`src/rtl/tprx_fsm.sv`:
```
// Transport-layer receive FSM: decodes incoming FIS dwords from the link layer,
// forwards control/data dwords to the application and reports FIS status.
module tprx_fsm (
    input  logic        clk,
    input  logic        tprx_reset_n,
    input  logic        lk_rxvalid,
    input  logic [31:0] lk_rxdata,
    input  logic        lk_rxsof,
    input  logic        lk_rxeof,
    input  logic        lk_rxcrcerr,
    input  logic        a2t_dready,
    output logic        t2l_rxready,
    output logic        t2l_rxgood,
    output logic        t2l_rxbad,
    output logic [2:0]  t2a_fistype,
    output logic        t2a_fisvalid,
    output logic        t2a_fiserr,
    output logic        t2a_dvalid,
    output logic [31:0] t2a_data,
    output logic [11:0] t2a_dwcnt,
    output logic        r2t_rxempty,
    output logic        r2t_waittxid,
    output logic [2:0]  dbg_state
);

    typedef enum logic [2:0] {
        S_IDLE  = 3'd0,
        S_CTRL  = 3'd1,
        S_DATA  = 3'd2,
        S_DRAIN = 3'd3,
        S_STAT  = 3'd4
    } state_t;

    localparam logic [2:0]  TYPE_DMAACT = 3'd2;
    localparam logic [2:0]  TYPE_DATA   = 3'd6;
    localparam logic [11:0] DATA_MAXIDX = 12'd2048;

    state_t      state_q, state_d;
    logic        err_q, err_d;
    logic [2:0]  fistype_q, fistype_d;
    logic [2:0]  explen_q, explen_d;
    logic [11:0] dwcnt_q, dwcnt_d;
    logic [31:0] data_q, data_d;
    logic        dvalid_q, dvalid_d;
    logic        rxgood_q, rxgood_d;
    logic        rxbad_q, rxbad_d;
    logic        fisvalid_q, fisvalid_d;
    logic        fiserr_q, fiserr_d;
    logic        waittxid_q, waittxid_d;

    logic        acc;
    logic [2:0]  dec_type;
    logic [2:0]  dec_len;
    logic [11:0] nxt_idx;
    logic        cnt_ovf;
    logic [11:0] last_idx;
    logic        go_stat;
    logic        fin_err;
    logic        fis_good;

    always_comb begin
        dec_type = 3'd0;
        dec_len  = 3'd0;
        case (lk_rxdata[7:0])
            8'h34:   begin dec_type = 3'd1; dec_len = 3'd5; end
            8'h39:   begin dec_type = 3'd2; dec_len = 3'd1; end
            8'h5F:   begin dec_type = 3'd3; dec_len = 3'd5; end
            8'h41:   begin dec_type = 3'd4; dec_len = 3'd7; end
            8'h58:   begin dec_type = 3'd5; dec_len = 3'd3; end
            8'h46:   begin dec_type = 3'd6; dec_len = 3'd0; end
            8'hA1:   begin dec_type = 3'd7; dec_len = 3'd2; end
            default: begin dec_type = 3'd0; dec_len = 3'd0; end
        endcase
    end

    // Readiness is a pure state decode so the link sees it in the same cycle.
    always_comb begin
        t2l_rxready = 1'b1;
        if (state_q == S_DATA)
            t2l_rxready = a2t_dready;
        else if (state_q == S_STAT)
            t2l_rxready = 1'b0;
    end

    assign r2t_rxempty = (state_q == S_IDLE);
    assign acc         = lk_rxvalid & t2l_rxready;
    assign cnt_ovf     = (dwcnt_q == 12'hFFF);
    assign nxt_idx     = cnt_ovf ? 12'hFFF : dwcnt_q + 12'd1;
    assign last_idx    = {9'd0, explen_q} - 12'd1;

    always_comb begin
        state_d    = state_q;
        err_d      = err_q;
        fistype_d  = fistype_q;
        explen_d   = explen_q;
        dwcnt_d    = dwcnt_q;
        data_d     = data_q;
        dvalid_d   = 1'b0;
        rxgood_d   = 1'b0;
        rxbad_d    = 1'b0;
        fisvalid_d = 1'b0;
        fiserr_d   = 1'b0;
        waittxid_d = 1'b0;
        go_stat    = 1'b0;
        fin_err    = 1'b0;
        fis_good   = 1'b0;

        case (state_q)
            S_IDLE: begin
                if (acc && lk_rxsof) begin
                    fistype_d = dec_type;
                    explen_d  = dec_len;
                    dwcnt_d   = 12'd0;
                    err_d     = 1'b0;
                    if (dec_type == 3'd0) begin
                        err_d = 1'b1;
                        if (lk_rxeof) begin
                            go_stat = 1'b1;
                            fin_err = 1'b1;
                        end else begin
                            state_d = S_DRAIN;
                        end
                    end else if (dec_type == TYPE_DATA) begin
                        if (lk_rxeof) begin
                            go_stat = 1'b1;
                            fin_err = 1'b1;
                        end else begin
                            state_d = S_DATA;
                        end
                    end else begin
                        dvalid_d = 1'b1;
                        data_d   = lk_rxdata;
                        if (lk_rxeof) begin
                            go_stat = 1'b1;
                            fin_err = (dec_len != 3'd1);
                        end else if (dec_len == 3'd1) begin
                            err_d   = 1'b1;
                            state_d = S_DRAIN;
                        end else begin
                            state_d = S_CTRL;
                        end
                    end
                end
            end
            S_CTRL: begin
                if (acc) begin
                    if (lk_rxsof) begin
                        go_stat = 1'b1;
                        fin_err = 1'b1;
                    end else begin
                        dwcnt_d  = nxt_idx;
                        dvalid_d = 1'b1;
                        data_d   = lk_rxdata;
                        if (lk_rxeof) begin
                            go_stat = 1'b1;
                            fin_err = err_q | cnt_ovf | (nxt_idx != last_idx);
                        end else if (nxt_idx == last_idx) begin
                            // Expected length reached without eof: drop the rest.
                            err_d   = 1'b1;
                            state_d = S_DRAIN;
                        end
                    end
                end
            end
            S_DATA: begin
                if (acc) begin
                    if (lk_rxsof) begin
                        go_stat = 1'b1;
                        fin_err = 1'b1;
                    end else begin
                        dwcnt_d = nxt_idx;
                        if (nxt_idx <= DATA_MAXIDX) begin
                            dvalid_d = 1'b1;
                            data_d   = lk_rxdata;
                        end
                        if (lk_rxeof) begin
                            go_stat = 1'b1;
                            fin_err = err_q | (nxt_idx > DATA_MAXIDX);
                        end else if (nxt_idx > DATA_MAXIDX) begin
                            err_d   = 1'b1;
                            state_d = S_DRAIN;
                        end
                    end
                end
            end
            S_DRAIN: begin
                if (acc) begin
                    if (lk_rxsof) begin
                        go_stat = 1'b1;
                        fin_err = 1'b1;
                    end else begin
                        dwcnt_d = nxt_idx;
                        if (cnt_ovf)
                            err_d = 1'b1;
                        if (lk_rxeof) begin
                            go_stat = 1'b1;
                            fin_err = 1'b1;
                        end
                    end
                end
            end
            S_STAT: begin
                state_d = S_IDLE;
            end
            default: begin
                state_d = S_IDLE;
            end
        endcase

        // Status pulses are registered on entry so they coincide with the STAT cycle.
        if (go_stat) begin
            state_d    = S_STAT;
            fis_good   = ~(fin_err | (lk_rxeof & lk_rxcrcerr));
            rxgood_d   = fis_good;
            fisvalid_d = fis_good;
            rxbad_d    = ~fis_good;
            fiserr_d   = ~fis_good;
            waittxid_d = fis_good & (fistype_d == TYPE_DMAACT);
        end
    end

    always_ff @(posedge clk or negedge tprx_reset_n) begin
        if (!tprx_reset_n) begin
            state_q    <= S_IDLE;
            err_q      <= 1'b0;
            fistype_q  <= 3'd0;
            explen_q   <= 3'd0;
            dwcnt_q    <= 12'd0;
            data_q     <= 32'd0;
            dvalid_q   <= 1'b0;
            rxgood_q   <= 1'b0;
            rxbad_q    <= 1'b0;
            fisvalid_q <= 1'b0;
            fiserr_q   <= 1'b0;
            waittxid_q <= 1'b0;
        end else begin
            state_q    <= state_d;
            err_q      <= err_d;
            fistype_q  <= fistype_d;
            explen_q   <= explen_d;
            dwcnt_q    <= dwcnt_d;
            data_q     <= data_d;
            dvalid_q   <= dvalid_d;
            rxgood_q   <= rxgood_d;
            rxbad_q    <= rxbad_d;
            fisvalid_q <= fisvalid_d;
            fiserr_q   <= fiserr_d;
            waittxid_q <= waittxid_d;
        end
    end

    assign t2l_rxgood   = rxgood_q;
    assign t2l_rxbad    = rxbad_q;
    assign t2a_fistype  = fistype_q;
    assign t2a_fisvalid = fisvalid_q;
    assign t2a_fiserr   = fiserr_q;
    assign t2a_dvalid   = dvalid_q;
    assign t2a_data     = data_q;
    assign t2a_dwcnt    = dwcnt_q;
    assign r2t_waittxid = waittxid_q;
    assign dbg_state    = state_q;

endmodule

```
`config.mk`:
```
export PLATFORM = sky130hd
export DESIGN_NAME = tprx_fsm
export DESIGN_NICKNAME = d
export VERILOG_FILES = /design/src/rtl/tprx_fsm.sv
export SDC_FILE = /design/constraint.sdc
export NUM_CORES = 1
export LEC_CHECK = 0
export CORE_AREA = 3 3 88 90
export DETAILED_ROUTE_END_ITERATION = 10
export DIE_AREA = 0 0 91 93
export PLACE_DENSITY = 0.79
export SKIP_CTS_REPAIR_TIMING = 1
export SYNTH_ARGS = -nofsm -noshare
export SYNTH_HDL_FRONTEND = slang
export SYNTH_SLANG_ARGS = --single-unit
```
`constraint.sdc`:
```
create_clock -name clk -period 3.5 [get_ports clk]
set_clock_uncertainty 0.1 [all_clocks]
set_input_delay 0.875 -clock clk [delete_from_list [all_inputs] [get_ports clk]]
set_output_delay 0.875 -clock clk [all_outputs]
set_load 0.01 [all_outputs]
```
## Yosys cells after proc, flatten, opt, wreduce, memory -nomap -nowiden

Index checks and enable logic that the tools add are counted.

| storage, ports and cells | value |
|---|---|
| register bits | 58 |
| input port bits | 39 |
| output and inout port bits | 58 |
| word-level logic and storage cells | 163 |

| operators by class | value |
|---|---|
| add/sub/neg operators | 2 |
| $lt $le $gt $ge | 2 |
| equal/unequal tests | 46 |
| multiplexer cells | 82 |
| bitwise gates (word level) | 8 |
| reductions and logical operators | 13 |

Operators with widths:

| operator | number |
|---|---|
| $mux W32 | 8 |
| $pmux W32 S3 | 1 |
| $mux W3 | 17 |
| $mux W12 | 4 |
| $mux W1 | 43 |
| $eq A8 B7 Y1 const B | 4 |
| $ne A2 B2 Y1 const B | 14 |
| $pmux W12 S2 | 1 |
| $ne A3 B3 Y1 const B | 7 |
| $pmux W3 S7 | 1 |
| $eq A8 B6 Y1 const B | 2 |
| $pmux W3 S5 | 1 |
| $reduce_and A13 Y1 | 1 |
| $add A12 B1 Y12 const B | 1 |
| $eq A12 B12 Y1 | 1 |
| $eq A12 B12 Y1 const B | 1 |
| $gt A12 B12 Y1 const B | 1 |
| $le A12 B12 Y1 const B | 1 |
| $ne A12 B12 Y1 | 1 |
| $pmux W3 S4 | 1 |
| $reduce_and A11 Y1 | 1 |
| $eq A3 B2 Y1 const B | 3 |
| $reduce_and A9 Y1 | 1 |
| $eq A8 B8 Y1 const B | 1 |
| other kinds (22) | 36 |

## Depth between registers and ports, before layout

Gate-level depths: netlist (run 1).

| depth | value |
|---|---|
| word-level depth | 13 |
| gate-level depth with buffers | 10 |
| mapped depth without buffers | 9 |

## Worst setup path before layout (run 1)

Ideal clock, no wire load.

| path | value |
|---|---|
| path kind | input -> register |
| from | input lk_rxdata[3] |
| to | register data_q[10], in the netlist t2a_data[10] |
| setup time | 0.128 ns |
| data arrival time | 2.779 ns |
| required time | 3.272 ns |
| setup slack | 0.493 ns |
| stages | 9 |
| buffers on the path | 2 |
| cell sequence | clkbuf_1 > or3b_1 > nor4_1 > a31oi_1 > and3_1 > nor2_1 > a21oi_2 > buf_2 > mux2_1 |

| on the way | value |
|---|---|
| word-level cells in the longest chain between the ends | 5 |
| elaborated cells between the ends (all ways) | 13 |
| those cells by class | eq/ne (10); mux (1); reduce/logical (2) |

Ends and longest elaborated chain:

| item | RTL line | RTL |
|---|---|---|
| start, declared | 7 | `input logic [31:0] lk_rxdata,` |
| $eq A8 B8 Y1 (tied with other cells) | 64 | `case (lk_rxdata[7:0])` |
| $pmux W3 S7 (*) | 64 |  |
| $eq A3 B3 Y1 / $logic_not A3 Y1 (equally long branches) | 123, 115 |  |
| $ne A2 B2 Y1 (no source line) | -- |  |
| $reduce_and A9 Y1 (no source line) (*) | -- |  |
| end signal, assigned | 242 | `data_q <= data_d;` |
| end, declared | 43 | `logic [31:0] data_q, data_d;` |

Mark *: on every way between the ends. The rest lies on a longest branch, timed or not.
A chain may end at the register's enable or synchronous reset.

## Worst setup path in the final report (run 1)

| path | value |
|---|---|
| from | input a2t_dready |
| to | output t2l_rxready |

| on the way | value |
|---|---|
| word-level cells in the longest chain between the ends | 1 |

Ends and longest elaborated chain:

| item | RTL line | RTL |
|---|---|---|
| start, declared | 11 | `input logic a2t_dready,` |
| $mux W1 | 79 | `if (state_q == S_DATA)` |
| end, declared | 12 | `output logic t2l_rxready,` |

Every way passes these cells.

==> impl_metrics.py, run 1 <==
metrics = {
    "run_status": {
        "status": "finished clean",
    },
    "clock_network": {
        "numCtsBuffers": 9,
        "clk_latency_ps": 340,
        "cts_tree": "built",
        "cts.sinks": 58,
        "cts_root_buf": "clkbuf_8",
        "clock_path_buffers": 2,
        "cts_htree_levels": 3,
        "clk_pin_slew_worst_paths_ps": 70,
    },
    "layout": {
        "antenna_cells": 0,
        "syn2layout_area_growth_pct": 38.7,
        "nFillCells": 596,
        "layout-drive-gt1-share_pct": 15.0,
        "nets": 477,
        "fin_area_sq_um": 4660,
    },
    "drt": {
        "wire_per_inst_um": 15.9,
        "routed_wl_um": 8570,
        "drt_iter0_drc": 213,
        "ant_nets": 0,
        "dr.pass1.iters": 5,
        "drc": 0,
        "vias": 3049,
        "via_per_inst": 5.65,
    },
    "synth": {
        "synth_edf_count": 0,
        "ys_top_cells_by_count": "58 x dfrtp_1, 25 x nand2_1, 24 x mux2_2, 24 x nor2_1, 14 x o21ai_0",
        "synth_top_cell_by_area": "dfrtp_1",
        "syn_inst": 338,
        "ys_top_cells_by_area": "dfrtp_1 43%, mux2_2 8.0%, nand2_1 2.8%",
        "syn_area_per_cell_sq_um": 9.94,
        "synth_seq_area_share_pct": 43.2,
        "netlist.area_leader.share_pct": 43.2,
        "synth_cell_types": 63,
        "synth-main-ff-cell": "dfrtp_1",
        "yosys_warnings": 0,
        "ys_seq_elements": 58,
        "ys_async_sr_fraction_pct": 100,
        "netlist_area_sq_um": 3360,
        "yosysMostFrequentCell": "dfrtp_1",
        "synth_nets": 379,
    },
    "timing": {
        "setup_slack_ps": 279,
        "post-route-period-util_pct": 92.0,
        "tightest_slew_ps": 851,
        "finalMaxSlewViolations": 0,
        "finalSetupTns_ps": 0,
        "hold_ws_ps": 342,
        "hold_viol_final": 0,
        "post-route-min-period_ps": 3220,
        "setup_viol": 0,
        "rsz0062_at_grt": "no",
        "fmax_mhz": 310,
        "slew_headroom_pct": 42.9,
    },
    "floorplan": {
        "coreArea_sq_um": 7140,
        "ios": 97,
        "rows": 31,
        "dieArea_sq_um": 8460,
        "die_w_um": 91,
        "initial_core_util_pct": 47.1,
        "die_height_um": 93,
    },
    "job": {
        "max_cap_viol_count": 0,
    },
    "placed_design": {
        "dpl_cell_area_sq_um": 4450,
        "portBuffers": 96,
        "gp_congestion": 0.909,
        "post-place-ws_ps": 127,
        "dpl.hpwl_um": 6280,
    },
    "worst_setup_path": {
        "cp.required_ps": 2520,
        "r2r_slack_ps": 500,
        "worstPathArrival_ps": 2250,
        "critPathLaunchType": "primary input",
        "r2r-end": "t2a_data[22]",
        "reg2regPathDepth": 9,
        "critPathKind": "in2out",
        "path_max_fanout": 3,
        "cp-end-kind": "output pin",
        "rr_startpoint": "t2a_dwcnt[0]",
    },
    "global_route": {
        "antenna_found_initial": 0,
        "gr-usage-all-layers_pct": 21.1,
        "grt_overflow": 0,
        "grt_first_pass_wirelength_um": 14600,
        "grt_pass1_vias": 3092,
        "grt_start_max_net_pins": 34,
    },
    "worst_hold_path": {
        "hold_class": "in2async",
    },
    "pwr": {
        "total_leakage_power_nw": 1.91,
        "peakVddDrop_mv": 0.406,
        "pwr_density_cell_nw_per_um2": 732,
    },
}
-- state kept, by name, summed over array words and instances, names as in the netlist --
| name | count |
|---|---|
| t2a_data | 32 |
| t2a_dwcnt | 12 |
| dbg_state | 3 |
| explen_q | 3 |
| t2a_fistype | 3 |
| err_q | 1 |
| r2t_waittxid | 1 |
| t2a_dvalid | 1 |
| t2a_fiserr | 1 |
| t2a_fisvalid | 1 |
-- metal layers --
layer / up-vias / wire, um / global-route usage [%]
li1: 1449 / - / -
met1: 1463 / 3590 / 26.0
met2: 124 / 4150 / 33.8
met3: 13 / 724 / 7.80
met4: 0 / 106 / 7.79
met5: - / 0 / 0
-- metrics by stage --
step	power (W)	instances	util [%]
after floorplan	0.00196	338	-
after global placement	0.00268	524	62.3
after detailed placement	0.00273	524	62.3
after CTS	0.00343	540	65.3
after global routing	0.00364	540	65.3
final	0.00341	540	65.3
-- area by class of cell --
| type | count | area (sq um) | area share (%) |
|---|---|---|---|
| well taps | 99 | 124 | 2.66 |
| flip-flops and latches | 58 | 1450 | 31.2 |
| clock inverters | 5 | 78.8 | 1.69 |
| inverters | 11 | 41.3 | 0.886 |
| multi-input cells | 244 | 1740 | 37.4 |
| clock buffers | 11 | 131 | 2.82 |
| repair buffers | 112 | 1090 | 23.4 |
-- cell usage in the layout (no fill, tap or decap), drive strengths merged, types with 10 or more instances in the layout --
cell type      count
nor3              12
clkbuf            11
mux2              32
nand2             25
a21oi             14
nand3             10
o21ai             15
dfrtp             58
buf               17
nor2              24
clkdlybuf4s50     95
inv               11
-- power breakdown --
group	internal, W	leakage, nW	total (W)	switching (W)
clock	0.000400	0.107	0.000678	0.000278
sequential	0.000931	0.728	0.00113	0.000202
combinational	0.000881	1.07	0.00160	0.000716
total	0.00221	1.91	0.00341	0.00120
-- worst max-delay path, cell delays in order --
cell and delay (ps):
clkdlybuf4s50_1 480, nor3b_1 50, o21bai_1 250, clkdlybuf4s50_1 590
-- cells by family (layout without fill, tap and decap cells) --
logic type | Yosys count | count (layout) | synth area share (%)
compound gates | 74 | 74 | 15.1
mux | 36 | 36 | 11.9
fa+ha+maj | 2 | 2 | 0.745
flops | 58 | 58 | 43.2
xor+xnor | 7 | 7 | 1.83
simple gates | 125 | 125 | 22.1
buf+inv | 36 | 139 | 5.10
-- worst max path at each step --
stage / start / to / slack [ps] / cells past startpoint
global placement: lk_rxdata[0] / t2a_data[17] / 210 / 9
finish: a2t_dready / t2l_rxready / 280 / 4
floorplan: lk_rxdata[3] / t2a_data[10] / 490 / 9
global route: a2t_dready / t2l_rxready / 190 / 4
detailed placement: lk_rxdata[4] / t2a_data[28] / 130 / 9
CTS: a2t_dready / t2l_rxready / 290 / 4
Note: power is estimated with default switching activity, not from simulation.
==> run 2, diff against run 1 <==
==> config.mk (replaced) <==
export PLATFORM = sky130hd
export DESIGN_NAME = tprx_fsm
export DESIGN_NICKNAME = d
export VERILOG_FILES = /design/src/rtl/tprx_fsm.sv
export SDC_FILE = /design/constraint.sdc
export NUM_CORES = 1
export LEC_CHECK = 0
export CORE_AREA = 3 3 97 81
export CTS_BUF_LIST = sky130_fd_sc_hd__clkbuf_8
export DETAILED_ROUTE_END_ITERATION = 10
export DIE_AREA = 0 0 100 84
export PLACE_DENSITY = 0.8
export SKIP_CTS_REPAIR_TIMING = 1
export SLEW_MARGIN = 20
export SYNTH_ARGS = -nofsm -noshare
export SYNTH_HDL_FRONTEND = slang
export SYNTH_SLANG_ARGS = --single-unit
==> run 2 against run 1 <==
Net effect:
- final cell count shrank 2.4%
- core utilization up 2.2 points
- combinational power hardly changed
- register-to-register slack lost 90 ps
- critical path depth unchanged
- highest routed layer unchanged
- global-route usage barely moved
- clock power decreased by 8.4%
- sequential power is essentially flat
- sequential cell count did not move
- first-iteration DRC count fell by 25%
- worst setup slack better by 14 ps
==> impl_metrics.py, run 2 (synthesis results as in run 1) <==
metrics = {
    "worst_setup_path": {
        "critPathMaxStageDelay_ps": 580,
        "worstPathArrival_ps": 2230,
        "critPathSlowestCell": "clkdlybuf4s50_1",
        "path_buf_inv": 2,
        "cp-end-kind": "output pin",
        "critPathLaunchType": "primary input",
        "path_max_fanout": 3,
        "critPathKind": "in2out",
        "crit_chain": "clkdlybuf4s50_1 > nor3b_1 > o21bai_1 > clkdlybuf4s50_1",
        "cp.required_ps": 2520,
        "cp_top_family": "buffers and inverters",
        "path_common_cell": "clkdlybuf4s50_1",
    },
    "timing": {
        "post-route-period-util_pct": 91.6,
        "slew_headroom_pct": 43.3,
        "tightest_slew_ps": 844,
        "setup_slack_ps": 293,
        "post-route-min-period_ps": 3210,
        "finalSetupTns_ps": 0,
        "rsz0062_at_grt": "no",
        "setup_viol": 0,
        "hold_ws_ps": 396,
        "finalMaxSlewViolations": 0,
        "hold_viol_final": 0,
        "fmax_mhz": 312,
    },
    "pwr": {
        "power.internal_w": 0.00217,
        "power_w": 0.00336,
        "total_leakage_power_nw": 1.91,
        "power_frac_comb_pct": 47.7,
        "pwr_density_cell_nw_per_um2": 726,
        "peakVddDrop_mv": 0.490,
        "p_seq_share_pct": 33.8,
        "switching_share_pct": 35.4,
        "switchingPower_w": 0.00119,
        "power.share.clock_pct": 18.5,
    },
    "layout": {
        "final-instance-count-excl-fill": 527,
        "largest_reg_flops": 32,
        "layout-drive-gt1-share_pct": 14.5,
        "final_common_cell": "clkdlybuf4s50_1",
        "syn2layout_area_growth_pct": 37.7,
        "multiInputGateArea_sq_um": 1740,
        "seq_area_sq_um": 1450,
        "antenna_cells": 0,
        "nFillCells": 534,
        "final_cell_mix": "95 x clkdlybuf4s50_1, 58 x dfrtp_1, 25 x nand2_1, 24 x nor2_1, 24 x mux2_2",
        "nets": 476,
    },
    "drt": {
        "drc": 0,
        "via_per_inst": 5.87,
        "drt_iter0_drc": 159,
        "dr.pass1.iters": 5,
        "vias": 3095,
        "routed_wl_um": 8700,
        "ant_nets": 0,
        "wire_per_inst_um": 16.5,
    },
    "global_route": {
        "antenna_found_initial": 0,
        "busiest_layer": "met2",
        "gr-usage-all-layers_pct": 21.1,
        "grt_first_pass_wirelength_um": 14400,
        "grt_pass1_vias": 3008,
        "met3_usage_pct": 6.77,
        "use_met1_pct": 28.9,
        "grt.met2_usage_pct": 32.8,
        "grt_overflow": 0,
        "grt_start_max_net_pins": 48,
    },
    "floorplan": {
        "initial_core_util_pct": 49.0,
        "dieArea_sq_um": 8400,
        "rows": 27,
        "coreArea_sq_um": 6860,
        "ios": 97,
        "die_height_um": 84,
        "die_w_um": 100,
    },
    "clock_network": {
        "numCtsBuffers": 9,
        "cts_htree_levels": 3,
        "cts.sinks": 58,
        "clk_latency_ps": 340,
        "clk_pin_slew_worst_paths_ps": 60,
        "cts_root_buf": "clkbuf_8",
        "clock_path_buffers": 2,
        "cts_tree": "built",
    },
    "placed_design": {
        "dp_cells": 511,
        "gp_congestion": 0.889,
        "portBuffers": 96,
        "dpl.hpwl_um": 6220,
        "post-place-ws_ps": 65.7,
    },
    "run_status": {
        "status": "finished clean",
    },
    "job": {
        "max_cap_viol_count": 0,
    },
    "worst_hold_path": {
        "hold_class": "reg2reg",
    },
}
==> run 2: power groups by stage <==
stage | sequential [W] | combinational (W) | clock [W]
6_report | 0.00114 | 0.00160 | 0.000621
3_5_place_dp | 0.00114 | 0.00160 | 0
2_1_floorplan | 0.00120 | 0.000758 | 0
3_3_place_gp | 0.00113 | 0.00155 | 0
4_1_cts | 0.00114 | 0.00161 | 0.000629
5_1_grt | 0.00118 | 0.00173 | 0.000662
==> run 2: final timing paths <==
path | start | to | slack (ps) | cells past startpoint
hold reg to reg | t2a_data[17] | t2a_data[17] | 400 | 1
setup reg to reg | t2a_dwcnt[1] | t2a_data[22] | 410 | 9
min in group asynchronous | tprx_reset_n | t2a_data[17] | 440 | 1
hold / removal | t2a_data[17] | t2a_data[17] | 400 | 1
setup / recovery | a2t_dready | t2l_rxready | 290 | 4
max in group asynchronous | tprx_reset_n | t2a_dwcnt[3] | 2260 | 2
==> run 2: per-stage QoR <==
step                      util (%)  area [sq um]
final                         67.5          4630
after floorplan                  -          3360
after CTS                     67.4          4620
after global placement        64.5          4430
after detailed placement      64.5          4430
after global routing          67.5          4630
==> run 2: area by class of cell <==
type,count,area share (%)
repair buffers,111,23.4
clock buffers,11,3.27
well taps,87,2.35
inverters,11,0.893
flip-flops and latches,58,31.4
clock inverters,5,1.00
multi-input cells,244,37.7
==> run 2: worst register-to-register path, stage by stage, from the launching register on <==
cell	delay (ps)
dfrtp_1	360
ha_1	330
nand3_2	230
or4b_1	570
a32oi_1	320
a41oi_1	270
nand2_1	200
a21oi_4	80
buf_12	180
mux2_1	330
==> run 2: routing by layer <==
metal / up-vias / part of all wire [%]
met5: - / 0
met4: 0 / 1.0
met3: 11 / 7.9
met2: 149 / 47
met1: 1497 / 44
li1: 1438 / -
